File: config.mk
export PLATFORM = sky130hd
export DESIGN_NAME = pipe_hazard_ctrl
export DESIGN_NICKNAME = d
export VERILOG_FILES = /design/src/rtl/pipe_hazard_ctrl.sv
export SDC_FILE = /design/constraint.sdc
export NUM_CORES = 1
export LEC_CHECK = 0
export ABC_AREA = 1
export BUFFER_PORTS_ARGS = -buffer_cell sky130_fd_sc_hd__buf_2
export CAP_MARGIN = 20
export CELL_PAD_IN_SITES_DETAIL_PLACEMENT = 1
export CELL_PAD_IN_SITES_GLOBAL_PLACEMENT = 1
export CORE_UTILIZATION = 36
export DETAILED_ROUTE_END_ITERATION = 7
export HOLD_SLACK_MARGIN = 0.15
export PLACE_DENSITY = 0.75
export SLEW_MARGIN = 15
export SYNTH_ARGS = -nofsm -noshare
export SYNTH_HDL_FRONTEND = slang
export SYNTH_SLANG_ARGS = --single-unit
File: constraint.sdc
create_clock -name clk_i -period 1.4 [get_ports clk_i]
set_input_delay 0.21 -clock clk_i [delete_from_list [all_inputs] [get_ports clk_i]]
set_output_delay 0.21 -clock clk_i [all_outputs]
set_load 0.01 [all_outputs]
File: src/rtl/pipe_hazard_ctrl.sv
// rtl/pipe_hazard_ctrl.sv - pipeline hazard controller: load-use stall, branch flush,
// data-memory miss freeze with timeout, and saturating stall/flush event counters.
module pipe_hazard_ctrl #(
  parameter int CNT_W        = 16,
  parameter int MISS_TIMEOUT = 255
) (
  input  logic             clk_i,
  input  logic             rst_ni,
  input  logic             start_i,
  input  logic [4:0]       IFID_rs1_i,
  input  logic [4:0]       IFID_rs2_i,
  input  logic [4:0]       IDEX_rd_i,
  input  logic             IDEX_MemRead_i,
  input  logic             Branch_taken_i,
  input  logic             mem_req_i,
  input  logic             mem_ack_i,
  output logic             PCWrite_o,
  output logic             IFID_Stall_o,
  output logic             IFID_Flush_o,
  output logic             IDEX_Bubble_o,
  output logic             Freeze_o,
  output logic [CNT_W-1:0] stall_cnt_o,
  output logic [CNT_W-1:0] flush_cnt_o,
  output logic             err_o
);

  localparam int WAIT_W = (MISS_TIMEOUT < 2) ? 1 : $clog2(MISS_TIMEOUT + 1);
  localparam logic [WAIT_W-1:0] TIMEOUT_V = WAIT_W'(MISS_TIMEOUT);

  typedef enum logic [1:0] {
    S_IDLE      = 2'd0,
    S_RUN       = 2'd1,
    S_MISS_WAIT = 2'd2,
    S_ERROR     = 2'd3
  } state_t;

  state_t            state, state_nxt;
  logic [WAIT_W-1:0] wait_cnt;
  logic [WAIT_W-1:0] wait_inc;
  logic              luh;
  logic              miss;
  logic              timeout;

  assign luh  = IDEX_MemRead_i && (IDEX_rd_i != 5'd0) &&
                ((IDEX_rd_i == IFID_rs1_i) || (IDEX_rd_i == IFID_rs2_i));
  assign miss = mem_req_i && !mem_ack_i;

  // wait_cnt counts completed MISS_WAIT cycles; the timeout fires as it reaches MISS_TIMEOUT
  assign wait_inc = wait_cnt + WAIT_W'(1);
  assign timeout  = (state == S_MISS_WAIT) && !mem_ack_i && (wait_inc == TIMEOUT_V);

  always_ff @(posedge clk_i or negedge rst_ni) begin
    if (!rst_ni) begin
      state <= S_IDLE;
    end else begin
      state <= state_nxt;
    end
  end

  always_comb begin
    state_nxt = state;
    case (state)
      S_IDLE:      if (start_i) state_nxt = S_RUN;
      S_RUN:       if (miss) state_nxt = S_MISS_WAIT;
      S_MISS_WAIT: begin
        if (mem_ack_i) begin
          state_nxt = S_RUN;
        end else if (timeout) begin
          state_nxt = S_ERROR;
        end
      end
      default:     state_nxt = state;
    endcase
    if (!start_i) state_nxt = S_IDLE;
  end

  always_comb begin
    PCWrite_o     = 1'b0;
    IFID_Stall_o  = 1'b0;
    IFID_Flush_o  = 1'b1;
    IDEX_Bubble_o = 1'b1;
    Freeze_o      = 1'b0;
    case (state)
      S_RUN: begin
        IFID_Flush_o  = 1'b0;
        IDEX_Bubble_o = 1'b0;
        if (miss) begin
          IFID_Stall_o = 1'b1;
          Freeze_o     = 1'b1;
        end else if (luh) begin
          IFID_Stall_o  = 1'b1;
          IDEX_Bubble_o = 1'b1;
        end else if (Branch_taken_i) begin
          PCWrite_o    = 1'b1;
          IFID_Flush_o = 1'b1;
        end else begin
          PCWrite_o = 1'b1;
        end
      end
      S_MISS_WAIT: begin
        IFID_Flush_o  = 1'b0;
        IDEX_Bubble_o = 1'b0;
        if (mem_ack_i) begin
          PCWrite_o = 1'b1;
        end else begin
          IFID_Stall_o = 1'b1;
          Freeze_o     = 1'b1;
        end
      end
      default: ;
    endcase
  end

  // Leaving MISS_WAIT zeroes the counter, so every entry starts from zero
  always_ff @(posedge clk_i or negedge rst_ni) begin
    if (!rst_ni) begin
      wait_cnt <= '0;
    end else if (state == S_MISS_WAIT) begin
      wait_cnt <= wait_inc;
    end else begin
      wait_cnt <= '0;
    end
  end

  always_ff @(posedge clk_i or negedge rst_ni) begin
    if (!rst_ni) begin
      stall_cnt_o <= '0;
      flush_cnt_o <= '0;
      err_o       <= 1'b0;
    end else begin
      if (IFID_Stall_o && ((state == S_RUN) || (state == S_MISS_WAIT)) && (stall_cnt_o != '1)) begin
        stall_cnt_o <= stall_cnt_o + CNT_W'(1);
      end
      if (IFID_Flush_o && (state == S_RUN) && (flush_cnt_o != '1)) begin
        flush_cnt_o <= flush_cnt_o + CNT_W'(1);
      end
      if (timeout) begin
        err_o <= 1'b1;
      end
    end
  end

endmodule

# --- Yosys cells after proc, flatten, opt, wreduce, memory -nomap -nowiden ---
# Index checks and enable logic that the tools add are counted.
totals:
  register_bits: 43
  input_bits: 22
  output_inout_bits: 38
  word_cells: 55
classes:
  add_sub_neg: 3
  eq_ne: 10
  n_mux: 22
  reduce_logical: 15
op_table:
  columns: ["op", "n"]
  rows:
  - ["16-bit by 1-bit adder with 16-bit output (second input constant)", 2]
  - ["16-bit != test (second input constant)", 2]
  - ["1-bit 2-to-1 mux", 11]
  - ["5-bit == test", 2]
  - ["1-bit one-hot mux with 2 select lines", 5]
  - ["1-bit logical AND", 9]
  - ["8-bit by 1-bit adder with 8-bit output (second input constant)", 1]
  - ["8-bit == test (second input constant)", 1]
  - ["2-bit 2-to-1 mux", 4]
  - ["8-bit 2-to-1 mux", 1]
  - ["2-bit one-hot mux with 3 select lines", 1]
  - ["5-bit nonzero test", 1]
  - ["4-bit by 1-bit != test with 1-bit output (second input constant)", 1]
  - ["4-bit != test (second input constant)", 1]
  - ["3-bit != test (second input constant)", 1]
  - ["3-bit AND reduction", 1]
  - ["2-bit by 1-bit == test with 1-bit output (second input constant)", 1]
  - ["2-bit == test (second input constant)", 1]
  - ["2-bit zero test", 1]
  - ["1-bit logical OR", 2]
  - ["1-bit zero test", 1]

# --- Logic depth before layout (Yosys ltp) ---
# Gate-level depths: netlist (run 1).
logic_depth:
  depth_word: 8
  mapped_depth: 12
  ltp_nobuf: 11

# --- Worst setup path after synthesis (run 1) ---
# Ideal clock, no wire load.
synth_path:
  path_type: "register to register"
  startpoint: "register state[0]"
  endpoint: "register stall_cnt_o[13]"
  setup_ns: 0.117
  arrival_time_ns: 1.561
  required_ns: 1.283
  path_slack_ns: -0.278
  stages_incl_launch_ff: 13
  path_buffers: 1
  synth_period_minus_slack_ns: 1.678
  cell_sequence: "dfrtp_1 inv_1 ha_1 inv_2 nor2_2 inv_1 o22ai_2 inv_1 nand2_4 nand2_4 buf_6 nand2_1 nand2_1"
synth_via:
  elab_chain_cells: 4
  elab_cells_between_ends: 6
  classes_between: "eq/ne (2); mux (1); reduce/logical (3)"
synth_rtl:
  columns: ["element", "line_no", "rtl"]
  rows:
  - ["from (decl)", "37", "state_t state, state_nxt;"]
  - ["from (signal assigned)", "56", "state <= state_nxt;"]
  - ["2-bit == test / 2-bit by 1-bit == test with 1-bit output (equally long branches)", "83, 131", null]
  - ["1-bit one-hot mux with 2 select lines / 1-bit logical OR (equally long branches)", "83, 131", null]
  - ["1-bit logical AND (*) (2 in a row)", "131", "if (IFID_Stall_o && ((state == S_RUN) || (state == S_MISS_WAIT)) && (stall_cnt_o != '1)) begin"]
  - ["to (signal assigned)", "132", "stall_cnt_o <= stall_cnt_o + CNT_W'(1);"]
  - ["to (decl)", "22", "output logic [CNT_W-1:0] stall_cnt_o,"]
# Mark *: on every way between the ends. The rest lies on a longest branch, timed or not.
# A chain may end at the register's enable or synchronous reset.

# --- Final worst setup path (run 1) ---
layout_path:
  startpoint: "register state[0]"
  endpoint: "register stall_cnt_o[3]"
# Same word-level chain as after synthesis.

==> metrics.md, run 1 <==
| Metric | Value |
|---|---|
| Setup-failing EPs final | `41` |
| H-tree depth | `2` |
| Mean area per synthesized cell | `7.260 sq um` |
| GRT met3 Usage | `3.483%` |
| Rows | `32` |
| Antenna Violating Nets Remaining | `0` |
| Initial antenna violation count | `0` |
| Vias per inst | `5.183` |
| Post-Synthesis Cells | `400` |
| Final setup margin | `-0.4892 ns` |
| DR iter-0 viols | `107` |
| Critical path cell sequence | `inv_2 > ha_4 > nand2_4 > o22ai_4 > inv_2 > nand2_4 > buf_6 > clkbuf_16 > nand2_8 > nand2_2 > nand2_1` |
| Final Core Density | `59.65%` |
| Core Area | `7767 sq um` |
| Most common cell after layout, fill and taps aside | `nand2_1` |
| Multi-input logic area | `1894 sq um` |
| Final hold vios | `0` |
| Clock Tree Root | `clkbuf_8` |
| Commonest cells after routing, fill and taps aside | `116 x nand2_1, 87 x buf_4, 57 x buf_2, 41 x dfrtp_1, 39 x nand3_1` |
| Input/output buffers | `59` |
| Hold path startpoint | `start_i` |
| Chip Width | `91.82 um` |
| Final WL | `12100 um` |
| Vias in the first global route | `3573` |
| Total iterations of the first detailed-routing run | `4` |
| P_leak | `2.378 nW` |
| Period utilization | `134.9%` |
| Hold/Removal Path Class | `in2reg` |
| DR WL/cell | `18.11 um` |
| Result of the run | `complete, but fails checks` |
| Critical Path Source | `state[0]$_DFFE_PN0P_` |
| PwrDens | `929.6 nW/um^2` |
| Worst hold path stage count | `3` |
| Busiest grt layer | `met2` |
| Worst path required time | `1.59 ns` |
| Setup repair after global routing missed its margin | `true` |
| Slew Limit Fails | `0` |
| Comb pwr share | `46.9%` |
| GRT Residual Overflow | `0` |
| Height of the chip | `91.82 um` |
| Sw power | `1.613 mW` |
| Clock latency on the worst-skew pair | `0.30 ns` |
| FF-to-FF End | `stall_cnt_o[3]$_DFFE_PN0P_` |
| Clock network fraction of total power | `19.7%` |
| DP Worst Slack | `-0.2756 ns` |
| Failing checks | `negative setup slack` |
| Area Growth Syn to Fin | `59.54%` |
| CP endpoint kind | `register` |
| Layout cells sized above 1 | `43.99%` |
| Register clock-pin slew on the reported worst setup and hold paths | `0.09 ns` |
| Worst reg-to-reg setup slack | `-0.49 ns` |
| N_diodes | `0` |
| Slew headroom | `78.96%` |
| Met1 usage | `28.79%` |
| Post-Syn Area | `2904 sq um` |
| Mapped Nets | `429` |
| YS warnings | `0` |
| Startpoint Class | `register` |
| #FFs+latches synth | `43` |
| VDD IR max | `0.5555 mV` |
| Worst clock skew | `0.008238 ns` |
| GPL Wtd Cong | `0.8111` |
| Met2 GRT Util | `51.25%` |
| Global-route wire length before repair | `17390 um` |
| Fin crit period | `1.889 ns` |
| Maximum clock path buffer count | `2` |
| Critical path fanouts, max | `8` |
| Net Sw Frac | `37.46%` |
| Register area share after synthesis | `37.05%` |
| Worst Setup Path Type | `reg2reg` |
| Inserted Clock Buffers | `5` |
| R2R Path Start | `state[0]$_DFFE_PN0P_` |
| I/O pin count | `60` |
| Synth cell types | `30` |
| Crit path arrival time | `2.08 ns` |
| Total GRT Usage | `26.19%` |
| Clk sink count | `43` |
| Final HPWL DP | `6853 um` |
| DR vias | `3462` |
| R2R cell count | `11` |
| Worst-path cell with the longest stage delay | `dfrtp_1` |
| Layout Nets | `595` |
| Reg power frac | `33.3%` |
| CTS tree | `built` |
| P_int | `2.694 mW` |
| Pwr Total | `4.307 mW` |
| Initial Utilization | `37.39%` |
| Final hold slack | `0.2060 ns` |
| Hold path endpoint | `state[1]$_DFFE_PN0P_` |
| Register Area | `1079 sq um` |
| Die area | `8430 sq um` |
| Slowest cell delay on critical path | `0.43 ns` |
| Max_cap viols | `0` |
| FMAX | `529.3 MHz` |
| Pin count of the biggest net entering global routing | `44` |
| # DRC | `0` |
| # fillers | `967` |
| Slew @ Worst Pin | `0.3144 ns` |
## kinds of logic after synthesis
logic type,after synthesis,share of synthesized area (%)
AND/OR/NAND/NOR,257,40.41
buffers and inverters,50,7.712
flip-flops,43,37.05
XOR/XNOR,31,9.349
AO/OA/AOI/OAI,12,2.456
adder cells (fa/ha/maj),7,3.016
## area by class of cell
cell class,instances,area share (%)
clock buffers,6,1.782
clock inverters,1,0.1080
inverters,43,3.592
multi-input cells,308,40.89
flip-flops and latches,43,23.28
well taps,102,2.755
repair buffers,165,27.60
## power groups by stage
stage / sequential (mW) / clock [mW] / combinational, mW
4_1_cts: 1.43 / 0.859 / 1.71
6_report: 1.44 / 0.850 / 2.02
3_5_place_dp: 1.45 / 0 / 1.35
2_1_floorplan: 1.52 / 0 / 0.617
5_1_grt: 1.45 / 0.915 / 2.13
3_3_place_gp: 1.43 / 0 / 1.30
## per-stage QoR
stage	std cells	area (sq um)	TNS [ns]
finish	668	4633	-15.14
global route	668	4633	-17.48
CTS	653	4344	-11.62
detailed placement	629	3909	-8.319
global placement	629	3909	-5.760
floorplan	400	2945	-4.334
## how the worst max path moves through the flow
| stage | depth (start not counted) | slack, ns | to |
|---|---|---|---|
| 6_report | 11 | -0.49 | stall_cnt_o[3]$_DFFE_PN0P_ |
| 4_1_cts | 9 | -0.38 | IFID_Stall_o |
| 3_3_place_gp | 9 | -0.16 | stall_cnt_o[10]$_DFFE_PN0P_ |
| 5_1_grt | 7 | -0.53 | IFID_Stall_o |
| 2_1_floorplan | 12 | -0.21 | stall_cnt_o[13]$_DFFE_PN0P_ |
| 3_5_place_dp | 9 | -0.28 | stall_cnt_o[3]$_DFFE_PN0P_ |
## flip-flops by register name (all words and copies together) (netlist names)
register     flops
err_o            1
flush_cnt_o     16
stall_cnt_o     16
state            2
wait_cnt         8
## timing repair
item                                    in CTS  in global routing
pin swaps                                    9                 11
gates resized for setup                     37                 42
endpoints found under the setup margin      40                 40
hold buffers                                 1                  0
cloned                                       2                  3
buffers inserted                            15                 12
hold endpoints to repair                    43                  0
## metal layers
layer	vias to the layer above	wire (um)
li1	1597	-
met1	1721	4617
met2	106	6684
met3	38	386
met4	0	412
met5	-	0
## Yosys cell counts
master	number	area share [%]
nand2_4	2	0.78
nand4_1	7	1.5
nor3_1	6	1.0
nor2_2	3	0.65
o22ai_1	1	0.22
nand2_1	135	17
o21bai_1	1	0.26
o21ai_0	3	0.52
nor2_1	40	5.2
o22ai_2	1	0.43
o21ai_1	4	0.69
inv_2	6	0.78
xor2_1	16	4.8
nand4_2	1	0.43
nor2_4	2	0.78
nand3b_1	2	0.52
a21oi_1	2	0.34
dfrtp_1	43	37
nand3_1	49	8.4
nand3_2	3	1.0
buf_2	2	0.34
buf_4	1	0.26
nand2_2	4	0.86
buf_6	4	1.6
nand3b_4	1	0.69
ha_1	7	3.0
nor3_2	1	0.34
nand4_4	1	0.73
inv_1	37	4.8
xnor2_1	15	4.5
## worst max-delay path, delay by kind of cell, from the launching register on
kind	cells	cell delay (ns)
flops	1	0.43
fa+ha+maj	1	0.31
simple gates	5	0.43
buf+inv	4	0.42
compound gates	1	0.17
Note: power is estimated with default switching activity, not from simulation.
==> inputs of run 2 (changes only) <==
Settings changed: PLACE_DENSITY 0.75 to 0.79.
==> run 2 against run 1 <==
  * The run still ends with negative setup slack left
  * Die area is the same
  * Via count fell by 3.8%
  * Setup slack better by 0.048 ns
  * Critical path depth shrank 2
  * Clock power rose by 11%
  * Routed wire length decreased by 2.9%
  * Combinational power down 6%
  * First-iteration DRC count down 16%
  * Clock skew down 0.0018 ns
  * Fmax grew 2.6%
  * Largest power group unchanged
==> metrics.md, run 2 (synthesized netlist as in run 1, its figures left out) <==
| Metric | Value |
|---|---|
| Result of the run | `complete, but fails checks` |
| Failing checks | `negative setup slack` |
| Clock latency on the worst-skew pair | `0.31 ns` |
| Worst Setup Path Type | `reg2out` |
| Period utilization | `131.5%` |
| VDD IR max | `0.4361 mV` |
| Inserted Clock Buffers | `5` |
| GPL Wtd Cong | `0.8243` |
| DR vias | `3332` |
| Clk sink count | `43` |
| Core Area | `7767 sq um` |
| DR WL/cell | `17.83 um` |
| Top flop regs | `flush_cnt_o: 16 flops, stall_cnt_o: 16 flops, wait_cnt: 8 flops` |
| Slew @ Worst Pin | `0.3025 ns` |
| Final hold vios | `0` |
| DP Worst Slack | `-0.2895 ns` |
| Final WL | `11750 um` |
| Commonest cells after routing, fill and taps aside | `121 x nand2_1, 76 x buf_4, 57 x buf_2, 41 x dfrtp_1, 39 x nand3_1` |
| Total GRT Usage | `24.49%` |
| Global-route wire length before repair | `16230 um` |
| Pwr Total | `4.271 mW` |
| Hold/Removal Path Class | `in2reg` |
| Register clock-pin slew on the reported worst setup and hold paths | `0.09 ns` |
| Initial antenna violation count | `0` |
| Startpoint Class | `register` |
| Critical path fanouts, max | `3` |
| Pin count of the biggest net entering global routing | `44` |
| Rows | `32` |
| Placed cell area | `3901 sq um` |
| PwrDens | `943.1 nW/um^2` |
| TNS Setup | `-12.82 ns` |
| Final setup margin | `-0.4414 ns` |
| Fin crit period | `1.841 ns` |
| FMAX | `543.1 MHz` |
| CP endpoint kind | `output port` |
| Area Growth Syn to Fin | `55.92%` |
| CTS tree | `built` |
| H-tree depth | `2` |
| Vias in the first global route | `3418` |
| Worst path required time | `1.19 ns` |
| Vias per inst | `5.056` |
| # fillers | `981` |
| Total iterations of the first detailed-routing run | `4` |
| DR iter-0 viols | `90` |
| Height of the chip | `91.82 um` |
| Slew headroom | `79.68%` |
| Setup-failing EPs final | `41` |
| Max_cap viols | `0` |
| P_leak | `2.312 nW` |
| Initial Utilization | `37.39%` |
| Die area | `8430 sq um` |
| Maximum clock path buffer count | `2` |
| Chip Width | `91.82 um` |
| Antenna Violating Nets Remaining | `0` |
| Layout Nets | `585` |
| N_diodes | `0` |
| Input/output buffers | `59` |
| I/O pin count | `60` |
| Layout cells sized above 1 | `42.01%` |
| Most common cell after layout, fill and taps aside | `nand2_1` |
| Final HPWL DP | `7114 um` |
| Final hold slack | `0.1916 ns` |
| Slew Limit Fails | `0` |
| Clock Tree Root | `clkbuf_8` |
| Fin area | `4528 sq um` |
| Setup repair after global routing missed its margin | `true` |
| # DRC | `0` |
| Worst clock skew | `0.006429 ns` |
| Crit path arrival time | `1.63 ns` |
| GRT Residual Overflow | `0` |
==> run 2: path summary, 6_finish.rpt <==
path	start	endpoint	depth (start not counted)	slack, ns
worst max-delay path	state[0]$_DFFE_PN0P_	IFID_Stall_o	9	-0.44
worst min-delay path	start_i	state[1]$_DFFE_PN0P_	3	0.19
worst max register to register	state[0]$_DFFE_PN0P_	flush_cnt_o[5]$_DFFE_PN0P_	10	-0.37
worst min register to register	err_o$_DFFE_PN0P_	err_o$_DFFE_PN0P_	1	0.51
max in group asynchronous	rst_ni	wait_cnt[1]$_DFF_PN0_	3	0.76
min in group asynchronous	rst_ni	flush_cnt_o[2]$_DFFE_PN0P_	3	0.40
==> run 2: layout make-up <==
class	count	area (sq um)	area share (%)
clock buffer	8	100.1	2.211
tap	102	127.6	2.818
timing repair buffer	155	1209	26.69
sequential	43	1079	23.82
multi-input combinational	308	1847	40.78
inverter	43	166.4	3.675
==> run 2: routing by layer <==
layer	track usage (%)	vias up	share of wire, %
met5	0	-	0
met4	8.203	0	2.7
met3	3.400	28	3.0
met2	48.06	79	57
met1	26.63	1658	38
li1	-	1567	-
==> run 2: per-stage QoR <==
stage	std cells	util, %
6_report	659	58.30
3_3_place_gp	628	50.23
2_1_floorplan	400	-
4_1_cts	644	53.85
5_1_grt	659	58.30
3_5_place_dp	628	50.23
==> run 2: what timing repair did <==
item | CTS | global route
endpoints found under the setup margin | 40 | 40
cloned | 0 | 6
setup buffers | 7 | 11
hold buffers | 1 | 0
hold endpoints to repair | 43 | 0
gates resized for setup | 27 | 39
pin swaps | 4 | 7
==> run 2: critical path, cell delays in order, from the launching register on <==
cell and delay, ns:
dfrtp_1 0.40, inv_2 0.12, ha_4 0.17, inv_4 0.05, nor2_4 0.10, inv_2 0.07
o22ai_4 0.14, inv_2 0.08, nand2_4 0.09, buf_6 0.11
==> run 2: report_power, final <==
group	internal, mW	switching, mW	total [mW]
logic	0.916	0.988	1.90
clock network	0.452	0.493	0.945
registers	1.34	0.0809	1.42
